`src/rtl/sm83_pkg.sv`:
```
// sm83_pkg: shared decode/sequencer types and the per-op M-cycle step table
package sm83_pkg;
  localparam int MAX_STEPS_DEF = 6;
  localparam int SEQ_IDX_W = 3;
  localparam logic [SEQ_IDX_W-1:0] COND_NONE = '1;
  typedef enum logic [4:0] {
    CTL_NOP, CTL_LDPTR_A_A16, CTL_JR_CC, CTL_LD_R8_D8, CTL_HALT,
    CTL_ALU_R8, CTL_CALL_CC, CTL_COND_LAST, CTL_LONG, CTL_ILLEGAL
  } ctl_op_t;
  typedef enum logic [3:0] {
    EX_IDLE, EX_MEM_TO_Z, EX_MEM_TO_W, EX_MEM_WZ_TO_Z, EX_ALU_LD1, EX_ALU_OP,
    EX_HALT, EX_ADD_PC_Z, EX_JP_WZ, EX_PUSH_PCH, EX_PUSH_PCL, EX_JP_VEC, EX_COND_CHK
  } ex_state_t;
  typedef enum logic [1:0] {RUN, HALT, IRQ} seq_state_t;
  typedef struct packed {
    ex_state_t [MAX_STEPS_DEF-1:0] steps;
    logic [SEQ_IDX_W-1:0] last_idx;
    logic [SEQ_IDX_W-1:0] cond_idx;
  } seq_t;
  function automatic seq_t seq_lookup(input ctl_op_t op);
    seq_t s;
    s = '0;
    s.cond_idx = COND_NONE;
    case (op)
      CTL_LDPTR_A_A16: begin
        s.steps[0] = EX_MEM_TO_Z;
        s.steps[1] = EX_MEM_TO_W;
        s.steps[2] = EX_MEM_WZ_TO_Z;
        s.steps[3] = EX_ALU_LD1;
        s.last_idx = 3'd3;
      end
      CTL_JR_CC: begin
        s.steps[0] = EX_MEM_TO_Z;
        s.steps[1] = EX_COND_CHK;
        s.steps[2] = EX_ADD_PC_Z;
        s.last_idx = 3'd2;
        s.cond_idx = 3'd1;
      end
      CTL_LD_R8_D8: begin
        s.steps[0] = EX_MEM_TO_Z;
        s.steps[1] = EX_ALU_LD1;
        s.last_idx = 3'd1;
      end
      CTL_HALT: s.steps[0] = EX_HALT;
      CTL_ALU_R8: s.steps[0] = EX_ALU_OP;
      CTL_CALL_CC: begin
        s.steps[0] = EX_MEM_TO_Z;
        s.steps[1] = EX_MEM_TO_W;
        s.steps[2] = EX_COND_CHK;
        s.steps[3] = EX_PUSH_PCH;
        s.steps[4] = EX_PUSH_PCL;
        s.steps[5] = EX_JP_WZ;
        s.last_idx = 3'd5;
        s.cond_idx = 3'd2;
      end
      CTL_COND_LAST: begin
        s.steps[0] = EX_MEM_TO_Z;
        s.steps[1] = EX_COND_CHK;
        s.last_idx = 3'd1;
        s.cond_idx = 3'd1;
      end
      CTL_LONG: begin
        s.steps[0] = EX_MEM_TO_Z;
        s.steps[1] = EX_MEM_TO_W;
        s.steps[2] = EX_ALU_OP;
        s.steps[3] = EX_ALU_OP;
        s.steps[4] = EX_ALU_OP;
        s.steps[5] = EX_ALU_LD1;
        s.last_idx = 3'd7;
      end
      default: ;
    endcase
    return s;
  endfunction
endpackage

```
`src/rtl/ucode_seq.sv`:
```
// ucode_seq: steps each decoded op through its M-cycle list, with branch exit,
// memory stalls, HALT with interrupt wake and boundary interrupt dispatch
module ucode_seq
  import sm83_pkg::*;
#(
  parameter int MAX_STEPS = MAX_STEPS_DEF,
  parameter int IRQ_STEPS = 5,
  parameter int IDX_W = $clog2(MAX_STEPS)
) (
  input  logic             clk,
  input  logic             rst_n,
  input  ctl_op_t          ctl_op,
  input  logic             cond_met,
  input  logic             mem_wait,
  input  logic             ime,
  input  logic             irq_pending,
  output ex_state_t        ex_state,
  output logic [IDX_W-1:0] step_idx,
  output logic             fetch,
  output logic             cond_exit,
  output logic             halted,
  output logic             irq_ack,
  output logic             in_irq
);
  seq_state_t r_state, w_nstate;
  logic [IDX_W-1:0] r_idx, w_nidx;
  logic r_wake, w_nwake;
  seq_t w_seq;
  int w_lim;
  ex_state_t w_step, w_irq_step;
  logic w_cfail, w_last, w_to_halt, w_bound, w_dispatch, w_irq_end;
  always_comb begin
    w_seq = seq_lookup(ctl_op);
    w_lim = int'(w_seq.last_idx) > MAX_STEPS - 1 ? MAX_STEPS - 1 : int'(w_seq.last_idx);
    w_cfail = !r_wake && w_seq.cond_idx != COND_NONE && int'(r_idx) == int'(w_seq.cond_idx) && !cond_met;
    // r_wake is the single idle fetch step after a HALT wake with interrupts masked
    w_last = r_wake || int'(r_idx) >= w_lim || w_cfail;
    w_step = r_wake ? EX_IDLE : w_seq.steps[r_idx];
    w_irq_step = int'(r_idx) == IRQ_STEPS - 1 ? EX_JP_VEC :
                 int'(r_idx) == IRQ_STEPS - 2 ? EX_PUSH_PCL :
                 int'(r_idx) == IRQ_STEPS - 3 ? EX_PUSH_PCH : EX_IDLE;
    w_to_halt = r_state == RUN && w_step == EX_HALT && !mem_wait;
    w_bound = r_state == RUN && w_last && !mem_wait && !w_to_halt;
    w_dispatch = w_bound && ime && irq_pending;
    w_irq_end = r_state == IRQ && int'(r_idx) == IRQ_STEPS - 1 && !mem_wait;
    w_nstate = w_to_halt ? HALT :
               w_dispatch ? IRQ :
               w_irq_end ? RUN :
               r_state == HALT && irq_pending ? (ime ? IRQ : RUN) : r_state;
    w_nidx = (w_to_halt || w_bound || w_irq_end || r_state == HALT) ? '0 :
             mem_wait ? r_idx : r_idx + IDX_W'(1);
    w_nwake = r_state == HALT ? irq_pending && !ime : r_wake && mem_wait;
    ex_state = r_state == RUN ? w_step : r_state == IRQ ? w_irq_step : EX_IDLE;
    step_idx = r_idx;
    fetch = (w_bound && !w_dispatch) || w_irq_end;
    cond_exit = r_state == RUN && w_cfail && !mem_wait;
    irq_ack = r_state == IRQ && r_idx == '0 && !mem_wait;
    halted = r_state == HALT;
    in_irq = r_state == IRQ;
  end
  always_ff @(posedge clk) begin
    if (!rst_n) begin
      r_state <= RUN;
      r_idx <= '0;
      r_wake <= 1'b0;
    end else begin
      r_state <= w_nstate;
      r_idx <= w_nidx;
      r_wake <= w_nwake;
    end
  end
endmodule

```
`config.mk`:
```
export PLATFORM = sky130hd
export DESIGN_NAME = ucode_seq
export DESIGN_NICKNAME = d
export VERILOG_FILES = /design/src/rtl/sm83_pkg.sv /design/src/rtl/ucode_seq.sv
export SDC_FILE = /design/constraint.sdc
export NUM_CORES = 1
export LEC_CHECK = 0
export ABC_AREA = 1
export CAP_MARGIN = 20
export CORE_ASPECT_RATIO = 1.4
export CORE_UTILIZATION = 40
export DETAILED_ROUTE_END_ITERATION = 8
export PLACE_DENSITY = 0.69
export SYNTH_ARGS = -nofsm -noshare
export SYNTH_HDL_FRONTEND = slang
export SYNTH_SLANG_ARGS = --single-unit
```
`constraint.sdc`:
```
create_clock -name clk -period 2.06 [get_ports clk]
set_input_delay 0.412 -clock clk [delete_from_list [all_inputs] [get_ports clk]]
set_output_delay 0.412 -clock clk [all_outputs]
set_load 0.03 [all_outputs]
```
==> flow_summary.json <==
{
  "cts_tree": "done",
  "place_area_um2": 1440,
  "synth_common_cells": "nand2_1, inv_1, nor2_1",
  "maxSlewHeadroom_pct": 77.9,
  "die_area_um2": 2430,
  "critPathLaunch": "ctl_op[3]",
  "clkSinkCount": 6,
  "design_area_um2": 1680,
  "worst_pin_slew_ns": 0.331,
  "critPathMaxFanout": 6,
  "hp-class": "flip-flop to flip-flop",
  "port_buffers": 22,
  "drt_wl_total_mm": 3.70,
  "wl_per_cell_um": 14.7,
  "crit_path_end_kind": "primary output",
  "drt_iter0_markers": 35,
  "syn_avg_cell_area_um2": 5.51,
  "start_util_pct": 44.1,
  "setup_ws_ns": -0.381,
  "crit_required_ns": 1.65,
  "place_inst": 244,
  "row_count": 19,
  "cts_made_buffers": 3,
  "syn_inst": 162,
  "dp_hpwl_mm": 2.62,
  "cts_max_level": 1,
  "insertion_delay_ns": 0.25,
  "die_x_um": 41.9,
  "cp.arrival_ns": 2.03,
  "grt_first_pass_wirelength_mm": 5.78,
  "period_share_pct": 118,
  "fmax_mhz": 410,
  "drc": 0,
  "path_class": "primary input to primary output",
  "clock_path_buffers": 2,
  "die_h_um": 57.9,
  "peakVddDrop_uv": 402,
  "hold_viol_final": 0,
  "grt_usage_pct": 30.6,
  "fin_skew_ns": 0.00271,
  "p_per_area_nw_per_um2": 452,
  "ys_seq_area_share_pct": 13.5,
  "layout_min_cycle_time_ns": 2.44,
  "dr.pass1.iters": 4,
  "via_per_inst": 5.47,
  "yosys.area.top_type": "nand2_1",
  "place.gp.congestion": 0.928,
  "r2r_start": "step_idx[0]",
  "clk_pin_slew_worst_paths_ns": 0.05,
  "root_buffer": "clkbuf_4",
  "synth_edf_count": 0,
  "power.leakage_uw": 0.000866,
  "synthDominantCellAreaShare_pct": 18.9,
  "first_global_vias": 1455,
  "syn_area_um2": 892,
  "finalSetupViolCount": 9,
  "status": "finished with violations",
  "startpoint_type": "primary input",
  "antenna_found_initial": 0,
  "drv_cap": 0,
  "num_vias": 1379,
  "postCtsHoldBufs": 0,
  "synthFlopType": "dfxtp_1",
  "ant_nets": 0,
  "violations": "setup timing",
  "ys_seq_elements": 6,
  "ioPinCount": 23,
  "syn_nets": 180,
  "nets": 251,
  "grt_max_degree": 11,
  "fin_cells": 252,
  "globalRouteOverflowTotal": 0,
  "drv_slew": 0,
  "synth_most_common_cell": "nand2_1",
  "drive_gt1_share_pct": 48.1,
  "antennaDiodeCount": 0,
  "core_area_um2": 2020,
  "synthArstFlopShare_pct": 0,
  "worstHoldStart": "r_state[0]",
  "rsz0062_at_grt": "yes",
  "synth.distinct_cells": 26,
  "yosys_warnings": 0,
  "yosys-top-cells-area": "nand2_1, dfxtp_1, inv_1",
  "syn2layout_area_growth_pct": 87.8
}
==> sequential cells by signal, indices dropped and copies added, names as in the netlist <==
register / count
r_state: 2
r_wake: 1
step_idx: 3
==> cell families after synthesis <==
logic type	synth area share (%)
and+or+nand+nor	47.3
buffers and inverters	13.2
adders and majority gates	9.82
AOI/OAI and AO/OA	15.3
xor gates and xnor gates	0.982
DFF	13.5
==> report_power, final <==
part | total (µW) | switching, µW | leakage [µW] | internal (µW)
combinational | 506 | 274 | 0.000803 | 232
sequential | 137 | 10.9 | 0.0000497 | 126
clock | 114 | 47.5 | 0.0000138 | 66.2
==> metal layers <==
| metal | up-vias | track usage (%) | routed length, µm | part of all wire (%) |
|---|---|---|---|---|
| met1 | 644 | 27.4 | 1270 | 34 |
| met4 | 0 | 20.7 | 274 | 7.4 |
| met3 | 25 | 3.74 | 116 | 3.1 |
| met2 | 57 | 61.6 | 2040 | 55 |
| met5 | - | 0 | 0 | 0 |
| li1 | 653 | - | - | - |
==> area by class of cell <==
type                            instances  area, µm²
Sequential cell                         6        123
Inverter                               29        109
Clock buffer                            3       22.5
Multi-Input combinational cell        125        806
Tap cell                               21       26.3
Timing Repair Buffer                   68        589
Fill cell                             132        345
==> through the flow <==
stage               worst slack [ns]  util [%]  total power, µW  hold WS [ns]  TNS (ns)
finish                        -0.381      82.9              757         0.658     -1.78
global route                  -0.476      82.9              805         0.679     -2.59
CTS                           -0.400      77.0              709         0.627     -1.92
detailed placement             -1.32      71.2              570         0.586     -7.79
global placement               -1.27      71.2              563         0.590     -7.20
floorplan                     -0.112         -              363         0.467    -0.112
==> worst max-delay path, cell delays in order <==
cell and delay, ns:
buf_8 0.10, nor2_4 0.21, nand3_2 0.12, nand2_2 0.11
nor2_4 0.05, inv_2 0.05, ha_4 0.18, o21ai_1 0.12
nand2_1 0.07, a211oi_2 0.19, o22ai_2 0.10, nand3_1 0.11
nand2_2 0.05, buf_6 0.13
==> worst paths after layout <==
check / endpoint / slack, ns / cells past startpoint
min: r_state[0] / 0.66 / 3
max reg2reg: step_idx[0] / 0.34 / 10
max: fetch / -0.38 / 14
min reg2reg: r_state[0] / 0.66 / 3
==> placed cells by master (no fill, tap or decap), types with 2 or more instances in the layout <==
| cell type | count |
|---|---|
| dfxtp_1 | 4 |
| nor2_2 | 4 |
| nor2_1 | 17 |
| nand2_4 | 2 |
| clkbuf_4 | 3 |
| inv_1 | 22 |
| nand2_1 | 31 |
| a21oi_1 | 6 |
| nand3_2 | 5 |
| a21oi_2 | 3 |
| buf_4 | 45 |
| ha_1 | 6 |
| nor2_4 | 6 |
| nand3_1 | 15 |
| clkdlybuf4s50_1 | 8 |
| nand2_2 | 12 |
| buf_6 | 12 |
| dfxtp_2 | 2 |
| o21ai_0 | 4 |
| o21ai_1 | 2 |
| inv_2 | 7 |
==> what timing repair did <==
item | in CTS | in global routing
setup buffers | 4 | 1
hold endpoints to repair | 0 | 0
setup endpoints to repair | 12 | 11
gates resized for setup | 53 | 33
pin swaps | 14 | 24
Note: power is estimated with default switching activity, not from simulation.
